**src/rtl/vanilla_sb_pkg.sv**
```systemverilog
// rtl/vanilla_sb_pkg.sv - shared types and default widths for the vanilla ID-stage scoreboard
package vanilla_sb_pkg;

  localparam int sb_reg_addr_width_c = 5;
  localparam int sb_max_out_c        = 15;
  localparam int sb_addr_max_c       = 8;

  typedef enum logic {
    RUN   = 1'b0,
    DRAIN = 1'b1
  } sb_state_e;

  // Address fields are sized for the widest supported register file and zero-extended.
  typedef struct packed {
    logic                     reads_rf1;
    logic                     reads_rf2;
    logic                     writes_rf;
    logic                     long_lat;
    logic                     fence;
    logic [sb_addr_max_c-1:0] rs1;
    logic [sb_addr_max_c-1:0] rs2;
    logic [sb_addr_max_c-1:0] rd;
  } sb_issue_s;

endpackage

```
**src/rtl/vanilla_sb_if.sv**
```systemverilog
// rtl/vanilla_sb_if.sv - decode/issue/writeback signal bundle between ID stage and scoreboard
interface vanilla_sb_if #(
  parameter int reg_addr_width_p = vanilla_sb_pkg::sb_reg_addr_width_c,
  parameter int max_out_p        = vanilla_sb_pkg::sb_max_out_c
);
  localparam int n_regs_c = 1 << reg_addr_width_p;
  localparam int cnt_w_c  = $clog2(max_out_p + 1);

  logic                        id_v_i;
  logic                        id_ready_o;
  logic                        op_reads_rf1_i;
  logic                        op_reads_rf2_i;
  logic                        op_writes_rf_i;
  logic                        long_lat_i;
  logic                        fence_i;
  logic [reg_addr_width_p-1:0] rs1_i;
  logic [reg_addr_width_p-1:0] rs2_i;
  logic [reg_addr_width_p-1:0] rd_i;
  logic                        ret_v_i;
  logic [reg_addr_width_p-1:0] ret_rd_i;
  logic [n_regs_c-1:0]         pending_o;
  logic [cnt_w_c-1:0]          outstanding_o;
  logic                        err_o;

  modport master (
    output id_v_i, op_reads_rf1_i, op_reads_rf2_i, op_writes_rf_i, long_lat_i, fence_i,
    output rs1_i, rs2_i, rd_i, ret_v_i, ret_rd_i,
    input  id_ready_o, pending_o, outstanding_o, err_o
  );

  modport slave (
    input  id_v_i, op_reads_rf1_i, op_reads_rf2_i, op_writes_rf_i, long_lat_i, fence_i,
    input  rs1_i, rs2_i, rd_i, ret_v_i, ret_rd_i,
    output id_ready_o, pending_o, outstanding_o, err_o
  );
endinterface

```
**src/rtl/vanilla_sb_counter.sv**
```systemverilog
// rtl/vanilla_sb_counter.sv - saturating up/down counter of in-flight long-latency writes
module vanilla_sb_counter #(
  parameter int max_p   = 15,
  parameter int width_p = $clog2(max_p + 1)
) (
  input  logic               clk,
  input  logic               reset_n,
  input  logic               inc,
  input  logic               dec,
  output logic [width_p-1:0] count,
  output logic               at_max,
  output logic               is_zero,
  output logic               is_one
);
  localparam logic [width_p-1:0] max_c = width_p'(max_p);
  localparam logic [width_p-1:0] one_c = width_p'(1);

  assign at_max  = (count == max_c);
  assign is_zero = (count == '0);
  assign is_one  = (count == one_c);

  always_ff @(posedge clk or negedge reset_n) begin
    if (!reset_n) begin
      count <= '0;
    end else if (inc && !dec && !at_max) begin
      count <= count + one_c;
    end else if (dec && !inc && !is_zero) begin
      count <= count - one_c;
    end
  end
endmodule

```
**src/rtl/vanilla_scoreboard.sv**
```systemverilog
// rtl/vanilla_scoreboard.sv - pending-register scoreboard and issue gate; VANILLA_SB_RETURN_BYPASS_EN enables same-cycle return bypass
module vanilla_scoreboard
  import vanilla_sb_pkg::*;
#(
  parameter int reg_addr_width_p = sb_reg_addr_width_c,
  parameter int max_out_p        = sb_max_out_c
) (
  input logic        clk_i,
  input logic        reset_n_i,
  vanilla_sb_if.slave sb
);
  localparam int n_regs_c = 1 << reg_addr_width_p;
  localparam int cnt_w_c  = $clog2(max_out_p + 1);
  localparam logic [n_regs_c-1:0] one_c = n_regs_c'(1);

  sb_issue_s           iss;
  sb_state_e           state, state_nx;
  logic [n_regs_c-1:0] p, p_eff, ret_vec, clr_vec, set_vec;
  logic [cnt_w_c-1:0]  cnt;
  logic                at_max, is_zero, is_one;
  logic                hit, dec, inc, last_ret, full, busy;
  logic                hazard, budget_stall, fence_stall, run, ready, issue;

  always_comb begin
    iss.reads_rf1 = sb.op_reads_rf1_i;
    iss.reads_rf2 = sb.op_reads_rf2_i;
    iss.writes_rf = sb.op_writes_rf_i;
    iss.long_lat  = sb.long_lat_i;
    iss.fence     = sb.fence_i;
    iss.rs1       = sb_addr_max_c'(sb.rs1_i);
    iss.rs2       = sb_addr_max_c'(sb.rs2_i);
    iss.rd        = sb_addr_max_c'(sb.rd_i);
  end

  function automatic logic lookup(input logic [n_regs_c-1:0] v, input logic [sb_addr_max_c-1:0] a);
    return |(v & (one_c << a));
  endfunction

  // p[0] is held at zero, so a return to x0 never counts as a hit.
  assign ret_vec  = one_c << sb.ret_rd_i;
  assign hit      = sb.ret_v_i & (|(p & ret_vec));
  assign clr_vec  = hit ? ret_vec : '0;
  assign dec      = hit;
  assign last_ret = dec & is_one;

`ifdef VANILLA_SB_RETURN_BYPASS_EN
  assign p_eff = p & ~clr_vec;
  assign full  = at_max & ~dec;
  assign busy  = ~(is_zero | last_ret);
`else
  assign p_eff = p;
  assign full  = at_max;
  assign busy  = ~is_zero;
`endif

  assign hazard       = (iss.reads_rf1 & lookup(p_eff, iss.rs1))
                      | (iss.reads_rf2 & lookup(p_eff, iss.rs2))
                      | (iss.writes_rf & lookup(p_eff, iss.rd));
  assign budget_stall = iss.long_lat & iss.writes_rf & full;
  assign fence_stall  = iss.fence & busy;
  assign ready        = run & ~hazard & ~budget_stall & ~fence_stall;
  assign issue        = sb.id_v_i & ready;
  assign inc          = issue & iss.writes_rf & iss.long_lat & (|iss.rd);
  assign set_vec      = inc ? (one_c << iss.rd) : '0;

  vanilla_sb_counter #(.max_p(max_out_p), .width_p(cnt_w_c)) u_counter (
    .clk     (clk_i),
    .reset_n (reset_n_i),
    .inc     (inc),
    .dec     (dec),
    .count   (cnt),
    .at_max  (at_max),
    .is_zero (is_zero),
    .is_one  (is_one)
  );

  // Set is applied after clear so a same-cycle issue and return to one register leaves it pending.
  always_ff @(posedge clk_i or negedge reset_n_i) begin
    if (!reset_n_i) begin
      p     <= '0;
      sb.err_o <= 1'b0;
    end else begin
      p     <= ((p & ~clr_vec) | set_vec) & ~one_c;
      sb.err_o <= sb.ret_v_i & ~hit;
    end
  end

  always_ff @(posedge clk_i or negedge reset_n_i) begin
    if (!reset_n_i) state <= RUN;
    else            state <= state_nx;
  end

  always_comb begin
    state_nx = state;
    case (state)
      RUN:     if (sb.id_v_i && fence_stall) state_nx = DRAIN;
      DRAIN:   if (is_zero || last_ret)      state_nx = RUN;
      default: state_nx = RUN;
    endcase
  end

  always_comb begin
    run = (state == RUN);
  end

  assign sb.id_ready_o    = ready;
  assign sb.pending_o     = p;
  assign sb.outstanding_o = cnt;
endmodule

```
**src/flat_wrapper.sv**
```systemverilog
// flat-port wrapper written by rule: the top's interface ports become plain ports
module vanilla_scoreboard_flat import vanilla_sb_pkg::*;
#(
  parameter int reg_addr_width_p = sb_reg_addr_width_c,
  parameter int max_out_p        = sb_max_out_c
)
  (clk_i, reset_n_i, sb_id_v_i, sb_op_reads_rf1_i, sb_op_reads_rf2_i, sb_op_writes_rf_i, sb_long_lat_i, sb_fence_i, sb_rs1_i, sb_rs2_i, sb_rd_i, sb_ret_v_i, sb_ret_rd_i, sb_id_ready_o, sb_pending_o, sb_outstanding_o, sb_err_o);
  vanilla_sb_if #(.reg_addr_width_p(reg_addr_width_p), .max_out_p(max_out_p)) sb_i ();
  input logic clk_i;
  input logic reset_n_i;
  input wire logic [$bits(sb_i.id_v_i)-1:0] sb_id_v_i;
  input wire logic [$bits(sb_i.op_reads_rf1_i)-1:0] sb_op_reads_rf1_i;
  input wire logic [$bits(sb_i.op_reads_rf2_i)-1:0] sb_op_reads_rf2_i;
  input wire logic [$bits(sb_i.op_writes_rf_i)-1:0] sb_op_writes_rf_i;
  input wire logic [$bits(sb_i.long_lat_i)-1:0] sb_long_lat_i;
  input wire logic [$bits(sb_i.fence_i)-1:0] sb_fence_i;
  input wire logic [$bits(sb_i.rs1_i)-1:0] sb_rs1_i;
  input wire logic [$bits(sb_i.rs2_i)-1:0] sb_rs2_i;
  input wire logic [$bits(sb_i.rd_i)-1:0] sb_rd_i;
  input wire logic [$bits(sb_i.ret_v_i)-1:0] sb_ret_v_i;
  input wire logic [$bits(sb_i.ret_rd_i)-1:0] sb_ret_rd_i;
  output wire logic [$bits(sb_i.id_ready_o)-1:0] sb_id_ready_o;
  output wire logic [$bits(sb_i.pending_o)-1:0] sb_pending_o;
  output wire logic [$bits(sb_i.outstanding_o)-1:0] sb_outstanding_o;
  output wire logic [$bits(sb_i.err_o)-1:0] sb_err_o;
  assign sb_i.id_v_i = sb_id_v_i;
  assign sb_i.op_reads_rf1_i = sb_op_reads_rf1_i;
  assign sb_i.op_reads_rf2_i = sb_op_reads_rf2_i;
  assign sb_i.op_writes_rf_i = sb_op_writes_rf_i;
  assign sb_i.long_lat_i = sb_long_lat_i;
  assign sb_i.fence_i = sb_fence_i;
  assign sb_i.rs1_i = sb_rs1_i;
  assign sb_i.rs2_i = sb_rs2_i;
  assign sb_i.rd_i = sb_rd_i;
  assign sb_i.ret_v_i = sb_ret_v_i;
  assign sb_i.ret_rd_i = sb_ret_rd_i;
  assign sb_id_ready_o = sb_i.id_ready_o;
  assign sb_pending_o = sb_i.pending_o;
  assign sb_outstanding_o = sb_i.outstanding_o;
  assign sb_err_o = sb_i.err_o;
  vanilla_scoreboard #(.reg_addr_width_p(reg_addr_width_p), .max_out_p(max_out_p)) u_core (.clk_i(clk_i), .reset_n_i(reset_n_i), .sb(sb_i));
endmodule
```
**config.mk**
```make
export PLATFORM = sky130hd
export DESIGN_NAME = vanilla_scoreboard_flat
export DESIGN_NICKNAME = d
export VERILOG_FILES = /design/src/rtl/vanilla_sb_pkg.sv /design/src/rtl/vanilla_sb_if.sv /design/src/rtl/vanilla_sb_counter.sv /design/src/rtl/vanilla_scoreboard.sv /design/src/flat_wrapper.sv
export SDC_FILE = /design/constraint.sdc
export NUM_CORES = 1
export LEC_CHECK = 0
export CAP_MARGIN = 20
export CORE_MARGIN = 5
export CORE_UTILIZATION = 45
export CTS_BUF_LIST = sky130_fd_sc_hd__clkbuf_8
export DETAILED_ROUTE_END_ITERATION = 6
export HOLD_SLACK_MARGIN = 0.15
export PLACE_DENSITY_LB_ADDON = 0.25
export SYNTH_ARGS = -nofsm -noshare
export SYNTH_HDL_FRONTEND = slang
export SYNTH_SLANG_ARGS = --single-unit
```
**constraint.sdc**
```tcl
create_clock -name clk_i -period 3.8 [get_ports clk_i]
set_clock_uncertainty 0.2 [all_clocks]
set_input_delay 1.14 -clock clk_i [delete_from_list [all_inputs] [get_ports clk_i]]
set_output_delay 1.14 -clock clk_i [all_outputs]
set_load 0.01 [all_outputs]
```
==> impl_metrics.tcl <==
set metrics [dict create \
    outcome "finished, violations left" \
    violations "negative setup slack" \
    design.die.area_um2 9269 \
    min_to "u_core.state" \
    async_reset_ff_frac 1.000 \
    ys_top_cells_by_area "dfrtp_1 (28%), mux2i_1 (7.5%), o21ai_0 (6.1%)" \
    core_um2 7253 \
    synth_nets 428 \
    numCtsBuffers 5 \
    muxShareOfSynthArea 0.1095 \
    start_util 0.4618 \
    yosysMostFrequentCell "o21ai_0" \
    wl_per_cell_um 22.46 \
    yosys_warnings 0 \
    design_area_um2 5099 \
    nets 580 \
    peakVddDrop_uv 312.8 \
    synth_top_family_by_area "compound AO/OA/AOI/OAI gates" \
    required_ns 2.46 \
    crit_chain "buf_8 -> buf_6 -> buf_6 -> a31oi_4 -> o311ai_2 -> a22o_1 -> o41ai_2 -> and4_1 -> buf_2" \
    setup_ws_ns -0.3476 \
    die_w_um 96.28 \
    max_stage_delay_ns 0.35 \
    worst_slew_pin_slew_ns 0.8507 \
    synth_top_area_cell "dfrtp_1" \
    final_core_util 0.7030 \
    crit_family "compound AO/OA/AOI/OAI gates" \
    htreeDepth 2 \
    drive_above_1_share 0.3224 \
    yosysSeqAreaShare 0.2764 \
    synth_area_um2 3349 \
    place_area_um2 4701 \
    reg2reg_to "u_core.sb.pending_o[5]" \
    dp_slack_ns -1.214 \
    ys_seq_elements 37 \
    antenna_found_initial 1 \
    path_buf_inv 4 \
    fin_crit_sh 1.091 \
    grt_util_all_layers 0.3225 \
    setup_viol 1 \
    synthXorXnorAreaFrac 0.005230 \
    wl_um 14550 \
    gp_congestion 1.004 \
    clkLatencyLatePin_ns 0.30 \
    cts_root_buf "clkbuf_8" \
    drt_iter0_markers 541 \
    n_fill_cell 599 \
    remaining_drc_errors 0 \
    dp_hpwl_um 10630 \
    grt_max_degree 38 \
    tritoncts "done" \
    cp-start-kind "primary input" \
    grt_first_pass_wirelength_um 22280 \
    cp.arrival_ns 2.81 \
    synthAdderAreaFrac 0.01121 \
    num_rows 31 \
    syn_avg_cell_area_um2 8.458 \
    yosys.area.top_type_share 0.2764 \
    dr_total_vias 4211 \
    synthSimpleGateAreaFrac 0.2454 \
    crit_top_cell "buf_6" \
    rsz0062_at_grt "true" \
    n_antenna_cell 0 \
    synth.distinct_cells 69 \
    portBuffers 65 \
    synth_cells 396 \
    worstHoldPathCells 2 \
    syn_to_final_growth_pct 52.22 \
    fmaxAchievable_mhz 241.1 \
    die_h_um 96.28 \
    reg2reg_from "u_core.sb.pending_o[22]" \
    hold_ws_ns 0.3654 \
    cts_sinks 37 \
    cp_max_fo 6 \
    io_pins 67 \
    power_leakage_nw 2.145 \
    hold_class "reg -> reg" \
    cap_violations 0 \
    ant_nets 0 \
    maxSlewHeadroom 0.4329 \
    r2r_slack_ns 0.85 \
    clk_path_buf_depth 2 \
    synth_edf_count 0 \
    period_minus_slack_ns 4.148 \
    ys.flop_type "dfrtp_1" \
    p_per_area_nw_per_um2 306.2 \
    first_pass_iters 5 \
    overflow 0 \
    cp-end-kind "output port" \
    avgViaCountPerCell 6.498 \
    ys_top_cells_by_count "o21ai_0 (41), dfrtp_1 (37), nand2_1 (30)" \
    grt_pass1_vias 4157 \
    hold_viol 0 \
    slew_violations 0 \
    synth-compound-area-share 0.2787 \
    min_from "u_core.state" \
    cp.depth 9 \
    crit_slowest_cell "o41ai_2" \
    ff2ff_path_depth 7 \
    critPathKind "in -> out" \
    clk_pin_slew_worst_paths_ns 0.08 \
    fin_tns_setup_ns -0.3476 \
]
==> flip-flops by register name, summed over array words and instances (netlist names) <==
signal and count:
u_core.state 1, u_core.u_counter.count 4, u_core.sb.pending_o 31, u_core.sb.err_o 1
==> power breakdown <==
group          internal (W)  leakage (nW)  switching [W]
Sequential         0.000445         0.503      0.0000869
Combinational      0.000339          1.59       0.000331
Clock              0.000197        0.0543       0.000161
Total              0.000982          2.15       0.000580
==> timing repair <==
action / in CTS / in global routing
endpoints found under the setup margin: 28 / 6
setup buffers: 12 / 3
resized for setup: 70 / 31
pin swaps: 10 / 13
cloned: 1 / 1
hold buffers: 0 / 0
==> per-layer routing <==
metal	routed length, um	GRT usage	up-vias
met2	6649	0.5066	314
li1	-	-	1837
met1	5484	0.3957	1989
met3	1734	0.1001	69
met5	15	0	-
met4	667	0.1647	2
==> cell usage in the layout, fill, tap and decap left out, types with 11 or more instances in the layout <==
cell and n:
mux2i_1 25, dfrtp_1 37, nand3_1 14, o21ai_0 37, buf_6 14, clkdlybuf4s50_1 49, a21oi_1 11, nand2_1 29
nand3b_1 20, buf_4 97, o31ai_1 21, nor2_1 15
==> layout make-up <==
| class | count | area [um2] | share of cell area |
|---|---|---|---|
| sequential | 37 | 925.9 | 0.1816 |
| multi-input combinational | 312 | 2326 | 0.4562 |
| timing repair buffer | 180 | 1560 | 0.3060 |
| tap | 99 | 123.9 | 0.02429 |
| inverter | 12 | 47.55 | 0.009325 |
| clock inverter | 3 | 46.29 | 0.009080 |
| clock buffer | 5 | 68.82 | 0.01350 |
==> worst reg2reg max path: cells and delay by family (launching register included) <==
family / cells / cell delay [ns]
buffers and inverters: 1 / 0.17
AOI/OAI and AO/OA: 3 / 0.98
muxes: 1 / 0.47
DFF: 1 / 0.48
and+or+nand+nor: 2 / 0.55
==> how the worst max path moves through the flow <==
stage,end,start
final,sb_id_ready_o,sb_rd_i[0]
after CTS,sb_id_ready_o,sb_rd_i[2]
after floorplan,sb_id_ready_o,sb_rd_i[4]
after global placement,sb_id_ready_o,sb_rs2_i[3]
after detailed placement,sb_id_ready_o,sb_rs2_i[3]
after global routing,sb_id_ready_o,sb_rd_i[0]
==> per-stage QoR <==
stage	power, W	instances
finish	0.001561	648
global route	0.001643	648
CTS	0.001537	646
detailed placement	0.001167	625
global placement	0.001154	625
floorplan	0.0008295	396
==> logic make-up (layout without fill, tap and decap cells) <==
logic type / Yosys count / after routing
and+or+nand+nor: 137 / 137
AOI/OAI and AO/OA: 136 / 136
buffers and inverters: 47 / 200
DFF: 37 / 37
muxes: 33 / 33
adders and majority gates: 3 / 3
xor gates and xnor gates: 2 / 2
other: 1 / 1
Note: power is estimated with default switching activity, not from simulation.
